## src/rtl/i2s_tx_serializer.sv

```systemverilog
// I2S transmitter: divides MCLK into BCLK/LRCK and shifts out one captured
// DATA_WIDTH-bit sample per channel per frame, MSB first, with the I2S one-bit delay.
module i2s_tx_serializer #(
    parameter int MCLK_PER_BCLK = 8,
    parameter int SLOT_BITS     = 32,
    parameter int DATA_WIDTH    = 24
) (
    input  logic                         MCLK,
    input  logic                         RESET_N,
    input  logic                         MUTE,
    input  logic signed [DATA_WIDTH-1:0] LEFT_TX,
    input  logic signed [DATA_WIDTH-1:0] RIGHT_TX,
    output logic                         BCLK,
    output logic                         LRCK,
    output logic                         SDOUT,
    output logic                         TX_LOAD
);

    localparam int PW = (MCLK_PER_BCLK > 2) ? $clog2(MCLK_PER_BCLK) : 1;
    localparam int BW = $clog2(2 * SLOT_BITS);

    localparam logic [PW-1:0] P_LAST = PW'(MCLK_PER_BCLK - 1);
    localparam logic [PW-1:0] P_HALF = PW'(MCLK_PER_BCLK / 2);
    localparam logic [BW-1:0] B_LAST = BW'(2 * SLOT_BITS - 1);
    localparam logic [BW-1:0] B_SLOT = BW'(SLOT_BITS);

    // The frame counter is kept split as (bit-in-frame, mclk-in-bit) so no divider is needed.
    logic [PW-1:0]         p_q, p_d;
    logic [BW-1:0]         b_q, b_d;
    logic [DATA_WIDTH-1:0] l_hold_q, l_hold_d;
    logic [DATA_WIDTH-1:0] r_hold_q, r_hold_d;
    logic                  bclk_q, bclk_d;
    logic                  lrck_q, lrck_d;
    logic                  sdout_q, sdout_d;
    logic                  tx_load_q, tx_load_d;

    logic                  frame_start;
    logic                  right_slot;
    logic [BW-1:0]         k;
    logic [DATA_WIDTH-1:0] active;
    logic                  sel_bit;

    always_comb begin
        frame_start = (p_q == '0) && (b_q == '0);
        right_slot  = (b_q >= B_SLOT);
        k           = right_slot ? (b_q - B_SLOT) : b_q;
        active      = right_slot ? r_hold_q : l_hold_q;

        // Slot bit k carries sample bit DATA_WIDTH-k; k==0 and k>DATA_WIDTH stay 0.
        sel_bit = 1'b0;
        for (int unsigned i = 0; i < DATA_WIDTH; i++) begin
            if (k == BW'(DATA_WIDTH - i)) begin
                sel_bit = active[i];
            end
        end

        p_d = (p_q == P_LAST) ? '0 : p_q + 1'b1;
        b_d = b_q;
        if (p_q == P_LAST) begin
            b_d = (b_q == B_LAST) ? '0 : b_q + 1'b1;
        end

        bclk_d    = (p_q >= P_HALF);
        lrck_d    = right_slot;
        sdout_d   = (p_q == '0) ? sel_bit : sdout_q;
        tx_load_d = frame_start;

        l_hold_d = l_hold_q;
        r_hold_d = r_hold_q;
        if (frame_start) begin
            l_hold_d = MUTE ? '0 : LEFT_TX;
            r_hold_d = MUTE ? '0 : RIGHT_TX;
        end
    end

    always_ff @(posedge MCLK or negedge RESET_N) begin
        if (!RESET_N) begin
            p_q       <= '0;
            b_q       <= '0;
            l_hold_q  <= '0;
            r_hold_q  <= '0;
            bclk_q    <= 1'b0;
            lrck_q    <= 1'b0;
            sdout_q   <= 1'b0;
            tx_load_q <= 1'b0;
        end else begin
            p_q       <= p_d;
            b_q       <= b_d;
            l_hold_q  <= l_hold_d;
            r_hold_q  <= r_hold_d;
            bclk_q    <= bclk_d;
            lrck_q    <= lrck_d;
            sdout_q   <= sdout_d;
            tx_load_q <= tx_load_d;
        end
    end

    assign BCLK    = bclk_q;
    assign LRCK    = lrck_q;
    assign SDOUT   = sdout_q;
    assign TX_LOAD = tx_load_q;

endmodule

```

## config.mk

```make
export PLATFORM = sky130hd
export DESIGN_NAME = i2s_tx_serializer
export DESIGN_NICKNAME = d
export VERILOG_FILES = /design/src/rtl/i2s_tx_serializer.sv
export SDC_FILE = /design/constraint.sdc
export NUM_CORES = 1
export LEC_CHECK = 0
export BUFFER_PORTS_ARGS = -buffer_cell sky130_fd_sc_hd__buf_2
export CELL_PAD_IN_SITES_DETAIL_PLACEMENT = 0
export CELL_PAD_IN_SITES_GLOBAL_PLACEMENT = 1
export CORE_ASPECT_RATIO = 0.75
export CORE_MARGIN = 8
export CORE_UTILIZATION = 43
export CTS_BUF_LIST = sky130_fd_sc_hd__clkbuf_16
export DETAILED_ROUTE_END_ITERATION = 12
export PLACE_DENSITY = 0.89
export SKIP_CTS_REPAIR_TIMING = 1
export SLEW_MARGIN = 15
export SYNTH_ARGS = -nofsm -noshare
export SYNTH_HDL_FRONTEND = slang
export SYNTH_SLANG_ARGS = --single-unit
```

## constraint.sdc

```tcl
create_clock -name MCLK -period 2.3 [get_ports MCLK]
set_input_delay 0.345 -clock MCLK [delete_from_list [all_inputs] [get_ports MCLK]]
set_output_delay 0.345 -clock MCLK [all_outputs]
set_load 0.05 [all_outputs]
```

[After elaboration in Yosys (flattened, before gate mapping)]
Index checks and enable logic that the tools add are counted.
Storage, ports and cells
  output and inout bits: 4
  input bits: 51
  register bits after elaboration: 61
Cells by class
  equal/unequal tests: 26
  $lt $le $gt $ge: 2
  reduce and logical (&&, ||, !) cells: 3
  $add $sub $neg: 3
  mux-type cells: 30
Operator list (number)
  $mux W24: 3
  $eq A6 B5 Y1 const B: 9
  $eq A6 B4 Y1 const B: 8
  $eq A6 B3 Y1 const B: 4
  $mux W1: 24
  $eq A6 B2 Y1 const B: 2
  $mux W6: 2
  $add A6 B1 Y6 const B: 1
  $eq A6 B1 Y1 const B: 1
  $eq A6 B6 Y1 const B: 1
  $ge A6 B6 Y1 const B: 1
  $logic_not A6 Y1: 1
  $sub A6 B6 Y6 const B: 1
  $add A3 B1 Y3 const B: 1
  $eq A3 B3 Y1 const B: 1
  $ge A3 B3 Y1 const B: 1
  $logic_not A3 Y1: 1
  $mux W3: 1
  $logic_and A1 B1 Y1: 1

[Longest topological paths before layout]
  depth in word-level cells: 27
  mapped depth: 9

[Worst setup path after synthesis]
No wires, ideal clock.
  kind: flip-flop to flip-flop
  start point: reg b_q[0]
  end point: reg sdout_q (netlist: SDOUT)
  arrival: 1.862 ns
  library setup time: 0.119 ns
  cell stages (with the launch flop): 8
  path slack: 0.319 ns
  path through: dfrtp_1 -> ha_1 -> nand3b_4 -> mux4_2 -> o21ai_1 -> a31oi_1 -> o31a_1 -> o21a_1
Between the ends
  word-level cells in the longest chain between the ends: 27
  elaborated cells between the ends (all ways): 52
  those cells by class: 1 x add/sub; 1 x order compare; 24 x eq/ne; 26 x mux
RTL lines
  start: declaration: line 29  | logic [BW-1:0] b_q, b_d;
  start signal: assignment: line 79  | b_q <= '0;
  start signal: assignment: line 88  | b_q <= b_d;
  $sub A6 B6 Y6 or $ge A6 B6 Y1 (tied branches): line 46, 45
  $mux W6: line 46  | k = right_slot ? (b_q - B_SLOT) : b_q;
  $eq A6 B5 Y1: line 52  | if (k == BW'(DATA_WIDTH - i)) begin
  $mux W1 (23 in series): line 52
  $mux W1 (*): line 52
  end signal: assignment: line 93  | sdout_q <= sdout_d;
  end: declaration: line 34  | logic sdout_q, sdout_d;
Every way passes the cells marked *; elsewhere a longest branch is shown, timed or not.
A chain may end at the register's enable or synchronous reset.

[Worst setup path after layout]
Same ends and word-level chain as after synthesis.

==> results list <==
- The worst setup path is of the flop to flop kind.
* Mean cell area of the mapped netlist: 9.30 µm²
* Power per cell area: 677 nW/µm²
- Iter 0 DRT Violations: 131
* Number of enable-type register cells in the synthesized netlist: 0
- Critical Path Sink Type: flop
- H-tree Lvls: 3
- Combinational family with the most area after synthesis: simple AND/OR/NAND/NOR gates
* Area of the mapped netlist: 3250 µm²
- Between clock sinks in the finished design, the worst skew comes to 0.00772 ns.
- Arrival time reported for the critical path endpoint: 2.33 ns
- Clock tree synthesis inserted a total of 9 buffers.
- Of the total synthesized cell area, the portion taken by full adders, half adders and majority gates is 2.70%.
- Synthesized Nets: 407
- Total vias in the final route: 2509
- For this block, the routed nets add up to 7.35 mm of wire.
- In this run the standard cell core region covers 7330 µm².
- HPWL after detailed placement: 5.31 mm
- After synthesis, flip-flops and latches occupy 47.0% of the total area.
- In this run the clock root is driven by a sky130_fd_sc_hd__clkbuf_16.
- The count of final max-slew check failures is 0.
- Summing the areas of all xor and xnor instances in the mapped netlist gives 1.08% of the synthesized area.
- After detailed routing, the number of vias per cell comes to 5.00.
* Placer congestion estimate: 0.856
- Leakage power: 1.74 nW
- Final hold vios: 0
* Post-Route Setup TNS: 0 ns
- Pin placement for this block handled 55 I/O pins.
- The floorplan has 27 rows.
- Counting every sink on the clock net gives 61.
- Number of nets still failing antenna checks after routing: 0
- Clock tree from TritonCTS: yes
- The total overflow left after global routing is 0.
- Type of the tightest min-delay check: input port to async pin
- In this run the worst path has a maximum fanout of 8.
- In the final routed layout, each cell accounts on average for 14.6 µm.
* Relative slew slack: 62.0%
- Layout cell share with drive strength beyond 1: 22.2%
- Synthesis inferred 61 register bits.
- Summing all non-filler instances in the final layout gives an area of 3890 µm².
- Setup repair after global routing left no endpoint under its margin.
* Run status: completed
- Antenna Cells: 0
- After synthesis, the share of flip-flops with an asynchronous set or reset is 100%.
- Total power draw: 2.64 mW
- The net count of the finished layout is 454.
* Longest Clk Path Bufs: 2
* Transition at the pin with the smallest max-transition slack: 0.570 ns
* Fraction of the cycle the final worst path needs: 92.1%
- Cell area after placement: 3590 µm²
- Post-synthesis mux area share: 7.51%
- Total Die Area: 10600 µm²
* Length of the first detailed-routing pass in iterations: 4
- Final number of setup-violating endpoints: 0
* Leading cell type in the layout, fill and taps excluded: sky130_fd_sc_hd__dfrtp_1
* Max-cap violation count: 0
- The first global-routing pass estimated 12.9 mm of wire.
- Maximum frequency from static timing analysis: 0.472 GHz
- X dimension of the die: 116 µm
* Die Span Y: 91.3 µm
- Required time of the critical path: 2.52 ns
- Across all setup checks in the final design, the least slack found is 0.182 ns.
- CTS clk-pin slew, worst paths: 0.05 ns
- Of the total synthesized cell area, the portion taken by AND, OR, NAND and NOR gates is 21.5%.
* Gate Count Post-Synth: 349
- Number of global-route vias before repair: 2658
* Source-to-sink clock delay at the later pin of the worst-skew pair: 0.33 ns
* Number of distinct library cells after synthesis: 46
- Number of cells traversed by the worst register-to-register path: 8
* Antenna violations before repair: 0
- Total of warnings raised by yosys: 0
* Area growth, synth to finish: 20.0%
* Worst slack, placed: 0.124 ns
- Critical path startpoint category: flop
- Input and output buffers added on the ports amount to 54.
* Maximum number of pins on one net before global-route repair: 98
* Most used cells in the layout excluding fill and tap cells: sky130_fd_sc_hd__dfrtp_1 (61), sky130_fd_sc_hd__o21ai_0 (55), sky130_fd_sc_hd__buf_2 (54)
- Starting Density: 44.3%
- Summing the areas of all compound-gate instances in the mapped netlist gives 15.0% of the synthesized area.
- After layout, the minimum clock period comes to 2.12 ns.
* DRC violation count after routing: 0
- Total routing resource utilization after global routing: 15.2%
- Max VDD drop: 0.429 mV
- Top_reg_cell synth: sky130_fd_sc_hd__dfrtp_1
worst paths after layout:
| kind | from | to | slack, ns |
|---|---|---|---|
| max in group asynchronous | RESET_N | b_q[1]$_DFFE_PN0P_ | 1.89 |
| setup / recovery | b_q[0]$_DFFE_PN0P_ | SDOUT$_DFFE_PN0P_ | 0.18 |
| hold reg to reg | p_q[2]$_DFF_PN0_ | BCLK$_DFF_PN0_ | 0.41 |
| min in group MCLK | RIGHT_TX[3] | r_hold_q[3]$_DFFE_PN0P_ | 0.26 |
| setup reg to reg | b_q[0]$_DFFE_PN0P_ | SDOUT$_DFFE_PN0P_ | 0.18 |
| hold / removal | RESET_N | r_hold_q[10]$_DFFE_PN0P_ | 0.02 |
worst max-delay path: stages (launching register included):
cell and delay (ns):
sky130_fd_sc_hd__dfrtp_1 0.46, sky130_fd_sc_hd__inv_1 0.12, sky130_fd_sc_hd__ha_1 0.32, sky130_fd_sc_hd__nor2b_1 0.19, sky130_fd_sc_hd__a22oi_1 0.21, sky130_fd_sc_hd__a311o_1 0.19
sky130_fd_sc_hd__a22oi_1 0.06, sky130_fd_sc_hd__o31a_1 0.29, sky130_fd_sc_hd__o21a_1 0.16
cells in the mapped netlist, types with 4 or more instances:
master	n	area, µm²
sky130_fd_sc_hd__dfrtp_1	61	1530
sky130_fd_sc_hd__o21ai_0	55	275
sky130_fd_sc_hd__nand2_1	52	195
sky130_fd_sc_hd__nand2b_1	52	325
sky130_fd_sc_hd__clkbuf_1	23	86.3
sky130_fd_sc_hd__mux2i_1	15	150
sky130_fd_sc_hd__nor2_1	10	37.5
sky130_fd_sc_hd__inv_1	9	33.8
sky130_fd_sc_hd__ha_1	7	87.6
sky130_fd_sc_hd__nor2b_1	5	31.3
sky130_fd_sc_hd__a21oi_1	4	20.0
sky130_fd_sc_hd__mux2_2	4	45.0
power by group:
part | internal [mW] | leakage, nW | switching (mW)
Combinational | 0.0818 | 0.818 | 0.0861
Clock | 0.840 | 0.140 | 0.486
Sequential | 1.12 | 0.785 | 0.0250
Total | 2.04 | 1.74 | 0.597
cells by family (layout without fill, tap and decap cells):
| family | Yosys count | count (layout) |
|---|---|---|
| compound gates | 84 | 84 |
| xor+xnor | 4 | 4 |
| fa+ha+maj | 7 | 7 |
| buf+inv | 37 | 89 |
| flops | 61 | 61 |
| mux | 22 | 22 |
| simple gates | 134 | 134 |
flip-flops by register name, summed over array words and instances (netlist names):
signal,count
b_q,6
r_hold_q,24
l_hold_q,24
LRCK,1
BCLK,1
TX_LOAD,1
p_q,3
SDOUT,1
layout make-up:
type,instances,area [µm²]
Fill cell,704,3440
Multi-Input combinational cell,251,1560
Sequential cell,61,1530
Timing Repair Buffer,64,349
Clock buffer,9,225
Tap cell,101,126
Clock inverter,7,75.1
Inverter,9,33.8
per-layer routing:
metal / global-route usage, % / vias to the layer above / wire length, µm
li1: - / 1284 / -
met3: 4.96 / 11 / 403
met1: 21.3 / 1153 / 3710
met4: 5.17 / 0 / 65
met5: 0 / - / 0
met2: 21.2 / 61 / 3170
metrics by stage:
stage,hold slack (ns),util (%),std cells
after floorplan,0.0494,-,349
after global placement,0.367,48.9,486
after detailed placement,0.374,48.9,486
after CTS,0.0306,53.0,502
after global routing,0.0476,53.1,502
final,0.0211,53.1,502
(Power assumes the default switching activity.)
